### config.mk
export PLATFORM = sky130hd
export DESIGN_NAME = aud_sample_fetch
export DESIGN_NICKNAME = d
export VERILOG_FILES = /design/src/rtl/aud_sample_fetch.sv
export SDC_FILE = /design/constraint.sdc
export NUM_CORES = 1
export LEC_CHECK = 0
export ABC_AREA = 1
export BUFFER_PORTS_ARGS = -buffer_cell sky130_fd_sc_hd__buf_2
export CAP_MARGIN = 10
export CORE_MARGIN = 2
export CORE_UTILIZATION = 40
export CTS_BUF_LIST = sky130_fd_sc_hd__clkbuf_4 sky130_fd_sc_hd__clkbuf_8 sky130_fd_sc_hd__clkbuf_16
export DETAILED_ROUTE_END_ITERATION = 10
export MAX_ROUTING_LAYER = met4
export PLACE_DENSITY = 0.6
export SYNTH_ARGS = -nofsm -noshare
export SYNTH_HDL_FRONTEND = slang
export SYNTH_SLANG_ARGS = --single-unit
export TNS_END_PERCENT = 5
### constraint.sdc
create_clock -name clk -period 3.5 [get_ports clk]
set_clock_uncertainty 0.15 [all_clocks]
set_input_delay 0.35 -clock clk [delete_from_list [all_inputs] [get_ports clk]]
set_output_delay 0.35 -clock clk [all_outputs]
set_load 0.01 [all_outputs]
### src/rtl/aud_sample_fetch.sv
// Audio sample fetcher: streams 32-bit ROM words through a small FIFO and
// unpacks them LSB-byte-first into 8-bit PCM samples at a fixed tick rate.
module aud_sample_fetch #(
  parameter int ROM_AW     = 8,
  parameter int ROM_WORDS  = 256,
  parameter int FIFO_DEPTH = 4,
  parameter int TICK_DIV   = 2268,
  parameter bit LOOP       = 1'b1
) (
  input  logic              clk,
  input  logic              rst,
  input  logic              aud_en,
  output logic [ROM_AW-1:0] rom_addr,
  input  logic [31:0]       rom_data,
  output logic [7:0]        sample,
  output logic              sample_stb,
  output logic              underrun,
  output logic              done
);

  localparam int PW = (FIFO_DEPTH > 1) ? $clog2(FIFO_DEPTH) : 1;
  localparam int CW = $clog2(FIFO_DEPTH + 1);
  localparam int TW = $clog2(TICK_DIV);
  localparam logic [ROM_AW-1:0] LAST_ADDR = ROM_AW'(ROM_WORDS - 1);

  typedef enum logic [1:0] {IDLE, REQ, CAP} fetch_state_t;

  // Each buffered word carries a marker telling the unpacker it is the final
  // word of a one-shot (LOOP=0) playback.
  typedef struct packed {
    logic        last;
    logic [31:0] data;
  } entry_t;

  fetch_state_t state;
  logic         fetch_stop;
  logic         fetch_start;

  entry_t       fifo_mem [FIFO_DEPTH];
  logic [PW-1:0] wr_ptr, rd_ptr;
  logic [CW-1:0] fifo_count;
  logic         fifo_empty;
  logic         fifo_wr;
  logic         pop;
  entry_t       head;

  logic [TW-1:0] tick_cnt;
  logic         tick;

  logic         held;
  entry_t       word;
  logic [1:0]   idx;

  assign fifo_empty = (fifo_count == '0);
  assign fifo_wr    = (state == CAP);
  assign head       = fifo_mem[rd_ptr];

  // In IDLE nothing is in flight, so the buffered count alone bounds occupancy.
  assign fetch_start = (state == IDLE) && aud_en && !done && !fetch_stop &&
                       (fifo_count < CW'(FIFO_DEPTH));

  // NOTE: sequential state uses non-blocking assignments so every register
  // samples pre-edge values regardless of statement order.
  always_ff @(posedge clk) begin
    if (rst) begin
      state      <= IDLE;
      rom_addr   <= '0;
      fetch_stop <= 1'b0;
    end else begin
      case (state)
        IDLE: if (fetch_start) state <= REQ;
        REQ:  state <= CAP;
        CAP: begin
          state <= IDLE;
          if (rom_addr == LAST_ADDR) begin
            if (LOOP) rom_addr   <= '0;
            else      fetch_stop <= 1'b1;
          end else begin
            rom_addr <= rom_addr + ROM_AW'(1);
          end
        end
        default: state <= IDLE;
      endcase
    end
  end

  // NOTE: the FIFO storage array is deliberately not reset; the pointers and
  // count define validity, and a reset-free array maps onto plain RAM.
  always_ff @(posedge clk) begin
    if (!rst && fifo_wr) begin
      fifo_mem[wr_ptr] <= '{last: !LOOP && (rom_addr == LAST_ADDR), data: rom_data};
    end
  end

  always_ff @(posedge clk) begin
    if (rst) begin
      wr_ptr     <= '0;
      rd_ptr     <= '0;
      fifo_count <= '0;
    end else begin
      if (fifo_wr) wr_ptr <= wr_ptr + PW'(1);
      if (pop)     rd_ptr <= rd_ptr + PW'(1);
      fifo_count <= fifo_count + CW'(fifo_wr) - CW'(pop);
    end
  end

  // Tick is registered one clk after the counter reaches TICK_DIV-1.
  always_ff @(posedge clk) begin
    if (rst || !aud_en) begin
      tick_cnt <= '0;
      tick     <= 1'b0;
    end else if (tick_cnt == TW'(TICK_DIV - 1)) begin
      tick_cnt <= '0;
      tick     <= 1'b1;
    end else begin
      tick_cnt <= tick_cnt + TW'(1);
      tick     <= 1'b0;
    end
  end

  always_comb begin
    // NOTE: default assignment first so every path drives pop and no latch
    // is inferred.
    pop = 1'b0;
    if (!done && !fifo_empty) pop = !held || (tick && idx == 2'd3);
  end

  always_ff @(posedge clk) begin
    if (rst) begin
      held       <= 1'b0;
      word       <= '0;
      idx        <= '0;
      sample     <= 8'h80;
      sample_stb <= 1'b0;
      underrun   <= 1'b0;
      done       <= 1'b0;
    end else begin
      sample_stb <= 1'b0;
      if (tick && !done) begin
        if (held) begin
          sample     <= word.data[{idx, 3'b000} +: 8];
          sample_stb <= 1'b1;
          idx        <= idx + 2'd1;
          if (idx == 2'd3) begin
            if (word.last) done <= 1'b1;
            held <= !fifo_empty;
            word <= head;
          end
        end else if (!fifo_empty) begin
          // Word arrives on the tick itself: emit byte 0 straight from the head.
          sample     <= head.data[7:0];
          sample_stb <= 1'b1;
          word       <= head;
          held       <= 1'b1;
          idx        <= 2'd1;
        end else begin
          underrun <= 1'b1;
        end
      end else if (!held && !fifo_empty && !done) begin
        word <= head;
        held <= 1'b1;
        idx  <= 2'd0;
      end
    end
  end

endmodule
Yosys cells after proc, flatten, opt, wreduce, memory -nomap -nowiden
Memory sizes are Yosys's and may differ from the RTL's. A register that Yosys moved wholly into a read port is not among the register bits.
Cells that the tools add are included.
Operators by class
  $add $sub $neg: 7
  order comparisons: 1
  equality and inequality tests: 9
  shifts and indexed selects: 1
  mux-type cells: 26
  bitwise operators: 2
  reduce and logical (&&, ||, !) cells: 26
Operators with widths (number)
  33-bit 2-to-1 mux: 5
  32-bit by 6-bit variable part select with 8-bit output: 1
  8-bit 2-to-1 mux: 3
  2-bit 2-to-1 mux: 7
  12-bit by 1-bit adder with 12-bit output (second input constant): 1
  12-bit equality test (second input constant): 1
  1-bit 2-to-1 mux: 10
  1-bit logical AND: 9
  8-bit by 1-bit adder with 8-bit output (second input constant): 1
  8-bit equality test (second input constant): 1
  2-bit by 1-bit adder with 2-bit output (second input constant): 3
  3-bit inequality test (second input constant): 2
  3-bit AND reduction: 2
  1-bit zero test: 5
  2-bit equality test (second input constant): 2
  2-bit one-hot mux with 2 select lines: 1
  2-bit AND reduction: 2
  4-bit AND reduction: 1
  2-bit OR reduction: 2
  3-bit by 1-bit adder with 3-bit output: 1
  3-bit zero test: 1
  3-bit < comparator (second input constant): 1
  3-bit by 1-bit subtractor with 3-bit output: 1
  2-bit by 1-bit equality test with 1-bit output (second input constant): 1
  6 further kinds: 8
Word-level totals
  bits in registers: 77
  bits in writable memories: 128
  output and inout bits: 19
  memories kept: 1
Memories
  fifo_mem: depth 4, width 32, rd ports 1, clocked after Yosys merged registers in 1, write ports 1, RTL line 39  | entry_t fifo_mem [FIFO_DEPTH];

Depth between registers and ports, before layout
  depth in word-level cells: 6
  depth in mapped cells: 13
  mapped depth without buffers: 13

Worst setup path before layout
No wires, ideal clock.
  kind: register to register
  from: reg state[1]
  to: mem fifo_mem[0][0] (netlist name) (enable)
  arrival: 2110 ps
  data required time: 2929 ps
  setup slack: 819 ps
  stages on the path, launching flop included: 5
  buffers on the path: 0
  period minus slack after synthesis: 2681 ps
  cells stage by stage: dfxtp_1 > inv_1 > nor2_1 > nand2_1 > nor2_1
Between the ends
  word-level cells in the longest chain between the ends: 4
Ends and longest elaborated chain
  start, declared: RTL line 35  | fetch_state_t state;
  start signal, assigned: RTL line 66  | state <= IDLE;
  start signal, assigned: RTL line 71  | IDLE: if (fetch_start) state <= REQ;
  start signal, assigned: RTL line 72  | REQ: state <= CAP;
  2-bit equality test: RTL line 55  | assign fifo_wr = (state == CAP);
  1-bit logical AND: RTL line 90  | if (!rst && fifo_wr) begin
  1-bit 2-to-1 mux: RTL line 90
  1-bit 2-to-1 mux (implied by the code): RTL line 91  | fifo_mem[wr_ptr] <= '{last: !LOOP && (rom_addr == LAST_ADDR), data: rom_data};
  end, declared: RTL line 39
No other way between the ends.

Worst setup path after layout
  from: reg idx[1]
  to: reg fifo_count[2]
Between the ends
  word-level cells in the longest chain between the ends: 5
Ends and longest elaborated chain
  start, declared: RTL line 52  | logic [1:0] idx;
  start signal, assigned: RTL line 143  | idx <= idx + 2'd1;
  2-bit equality test: RTL line 125  | if (!done && !fifo_empty) pop = !held || (tick && idx == 2'd3);
  1-bit logical AND: RTL line 125
  1-bit logical OR: RTL line 125
  1-bit 2-to-1 mux: RTL line 125
  net pop: RTL line 44  | logic pop;
  3-bit by 1-bit subtractor with 3-bit output: RTL line 103  | fifo_count <= fifo_count + CW'(fifo_wr) - CW'(pop);
  end signal, assigned: RTL line 103
  end, declared: RTL line 41  | logic [CW-1:0] fifo_count;
The timed path passes the listed nets, and every way through them passes these cells.
A chain may end at the register's enable or synchronous reset.

==> impl_metrics.toml <==
[status]
status = "completed"

[die]
ios = 54
num_rows = 52
die_h_um = 147.4
initial_core_util_pct = 40.64
core_region_area_mm2 = 0.02023
die_x_um = 147.4
dieArea_mm2 = 0.02172

[routing]
routed-via-count = 5698
route.detailed.drc = 0
vias_per_cell = 4.887
dr.pass1.iters = 4
ant_nets = 0
drt_iter0_drc = 310
routed_wl_um = 17270
wl_per_cell_um = 14.81

[layout]
nFillCells = 1854
drive_above_1_share_pct = 13.17
multiInputGateArea_mm2 = 0.002386
fin_nets = 925
register_area_mm2 = 0.005386
area_growth_pct = 18.17
num_antenna_cells = 0

[synthesis]
ys_seq_area_share_pct = 65.49
avgSynthCellArea_um2 = 10.27
synth-seq-cells = 205
synth_edf_count = 128
yosysWarningCount = 0
async_reset_ff_share_pct = 0
syn_inst = 801
synth_top_area_cell = "edfxtp_1"
synth_cell_types = 33
synth_flop_cell = "edfxtp_1"
synth.top_cell.area_share_pct = 46.74
synth_area_mm2 = 0.008223
syn_nets = 846
ys_top_cells_by_area = "edfxtp_1, dfxtp_1, nor2_1, nand2_1, o21ai_0"

[setup_path]
r2r_end = "fifo_count[2]"
r2r_cells = 13
cp_cell_sequence = "ha_1 -> nand2_1 -> nand2_2 -> nand2_1 -> inv_1 -> ha_1 -> inv_1 -> ha_1 -> inv_1 -> fa_1 -> xor2_1 -> o21ai_0 -> a21oi_1"
crit_required_ns = 3.73
path_depth = 13
crit_arrival_ns = 2.77
crit_fanout = 11
crit_family = "adder cells"
cp_slowest_cell = "dfxtp_1"
rrSetupSlack_ns = 0.96
worstSetupPathType = "flip-flop to flip-flop"
cp-end-kind = "flip-flop"
crit_path_start_kind = "flip-flop"
cp_slowest_stage_delay_ns = 0.54
critPathBufInv = 3
crit-reg2reg-launch = "idx[1]"

[placement]
routabilityCongestion = 0.8400
port_buffers = 52
hpwl_um = 10660

[hold_path]
holdPathEnd = "state[0]"
min_from = "aud_en"
hold_class = "input pin to flip-flop"
holdPathStages = 3

[sta]
drv_slew = 0
worstMarginPinSlew_ns = 0.6485
tns_ns = 0
fin_crit_sh_pct = 72.51
finalWorstPathRequiredPeriod_ns = 2.538
hold_violations = 0
rsz0062_at_grt = "no"
setup_viol = 0
max_freq_ghz = 0.3940
slew_headroom_pct = 56.71

[clocking]
htreeDepth = 1
cts_resized = 0
clk_pin_slew_ns = 0.06
hold_buffers = 32
clock_tree.root_cell = "clkbuf_16"
clockBufferDepth = 3
cts_tree = "built"
postCtsSetupBuffers = 0
clk_latency_ns = 0.51
cts_buffers = 22
clock-sinks = 205

[global_route]
grt_usage_pct = 16.61
overflow = 0
grt_pass1_vias = 5495
grt_max_degree = 65
grt_pass1_wl_um = 28250
antenna_found_initial = 0

[power_and_ir_drop]
total_power_mw = 6.601
ir_drop_mv = 0.3955
p_per_area_mw_per_mm2 = 679.3
cellLeakagePower_nw = 3.638

[run]
maxCapViolCount = 0
## through the flow
stage          hold slack [ns]  cells  setup WS (ns)  utilization [%]  cell area [um^2]
6_report               0.02843   1166         0.9620            48.02              9717
5_1_grt                0.05178   1166         0.6565            48.02              9717
4_1_cts                0.02090   1166         0.9565            48.02              9717
3_5_place_dp            0.2906   1094         0.9800            42.85              8671
3_3_place_gp            0.2851   1094          1.001            42.85              8671
2_1_floorplan           0.2675    801         0.8190                -              8223
## cell usage after synthesis, types with 7 or more instances
library cell	number
a21oi_1	31
buf_2	15
buf_4	10
buf_6	7
dfxtp_1	77
edfxtp_1	128
ha_1	9
inv_1	50
nand2_1	111
nand3_1	68
nor2_1	140
o21ai_0	69
o21ai_1	20
o22ai_1	24
## worst register-to-register path, cell delays in order, from the launching register on
cell	delay, ns
dfxtp_1	0.54
ha_1	0.23
nand2_1	0.07
nand2_2	0.10
nand2_1	0.08
inv_1	0.08
ha_1	0.23
inv_1	0.06
ha_1	0.12
inv_1	0.04
fa_1	0.37
xor2_1	0.16
o21ai_0	0.14
a21oi_1	0.05
## cell families (layout without fill, tap and decap cells)
group	count (synthesis)	count (layout)	synth area share [%]
xor gates and xnor gates	8	8	0.8521
and+or+nand+nor	333	333	16.74
buffers and inverters	97	192	5.858
adders and majority gates	10	10	1.613
AOI/OAI and AO/OA	147	147	9.404
other	1	1	0.04560
DFF	205	205	65.49
## cell type report
| type | count | area share (%) |
|---|---|---|
| clock buffer | 28 | 6.194 |
| clock inverter | 12 | 1.275 |
| inverter | 58 | 2.318 |
| multi-input combinational | 499 | 24.56 |
| sequential | 205 | 55.43 |
| tap | 270 | 3.477 |
| timing repair buffer | 94 | 6.747 |
## state kept, by name, indices dropped and copies added, names as in the netlist, 2 cells and up, named ones only
| register | count |
|---|---|
| sample | 8 |
| idx | 2 |
| wr_ptr | 2 |
| fifo_count | 3 |
| state | 2 |
| rom_addr | 8 |
| word | 32 |
| tick_cnt | 12 |
| fifo_mem | 128 |
| rd_ptr | 2 |
## per-layer routing
layer | GRT usage [%] | share of wire, % | vias up
met5 | - | 0 | -
met3 | 2.346 | 4.2 | 33
met1 | 23.37 | 49 | 2666
li1 | - | - | 2885
met2 | 25.44 | 45 | 114
met4 | 4.663 | 2.5 | 0
## cells in the final DEF, fill, tap and decap left out, types with 5 or more instances in the layout
master	n
nor2_1	136
edfxtp_1	128
nand2_1	111
dfxtp_1	76
o21ai_0	69
nand3_1	68
buf_2	52
inv_1	50
dlygate4sd3_1	32
a21oi_1	31
o22ai_1	24
clkbuf_16	22
o21ai_1	20
buf_4	10
ha_1	9
inv_2	6
xor2_1	6
clkbuf_4	5
clkinv_2	5
## power breakdown
| part | internal [mW] | total [mW] | switching [mW] | leakage, nW |
|---|---|---|---|---|
| registers | 2.79 | 2.98 | 0.190 | 1.78 |
| clock network | 1.37 | 2.29 | 0.917 | 0.359 |
| logic | 0.430 | 1.33 | 0.900 | 1.50 |
## worst max path at each step
stage             start             end  slack (ns)
6_report         idx[1]   fifo_count[2]        0.96
5_1_grt          idx[1]   fifo_count[2]        0.66
4_1_cts          idx[1]   fifo_count[2]        0.96
3_5_place_dp     idx[1]   fifo_count[2]        0.98
3_3_place_gp     idx[0]   fifo_count[2]        1.00
2_1_floorplan  state[1]  fifo_mem[0][0]        0.82
Power figures use the tool's default switching activity.
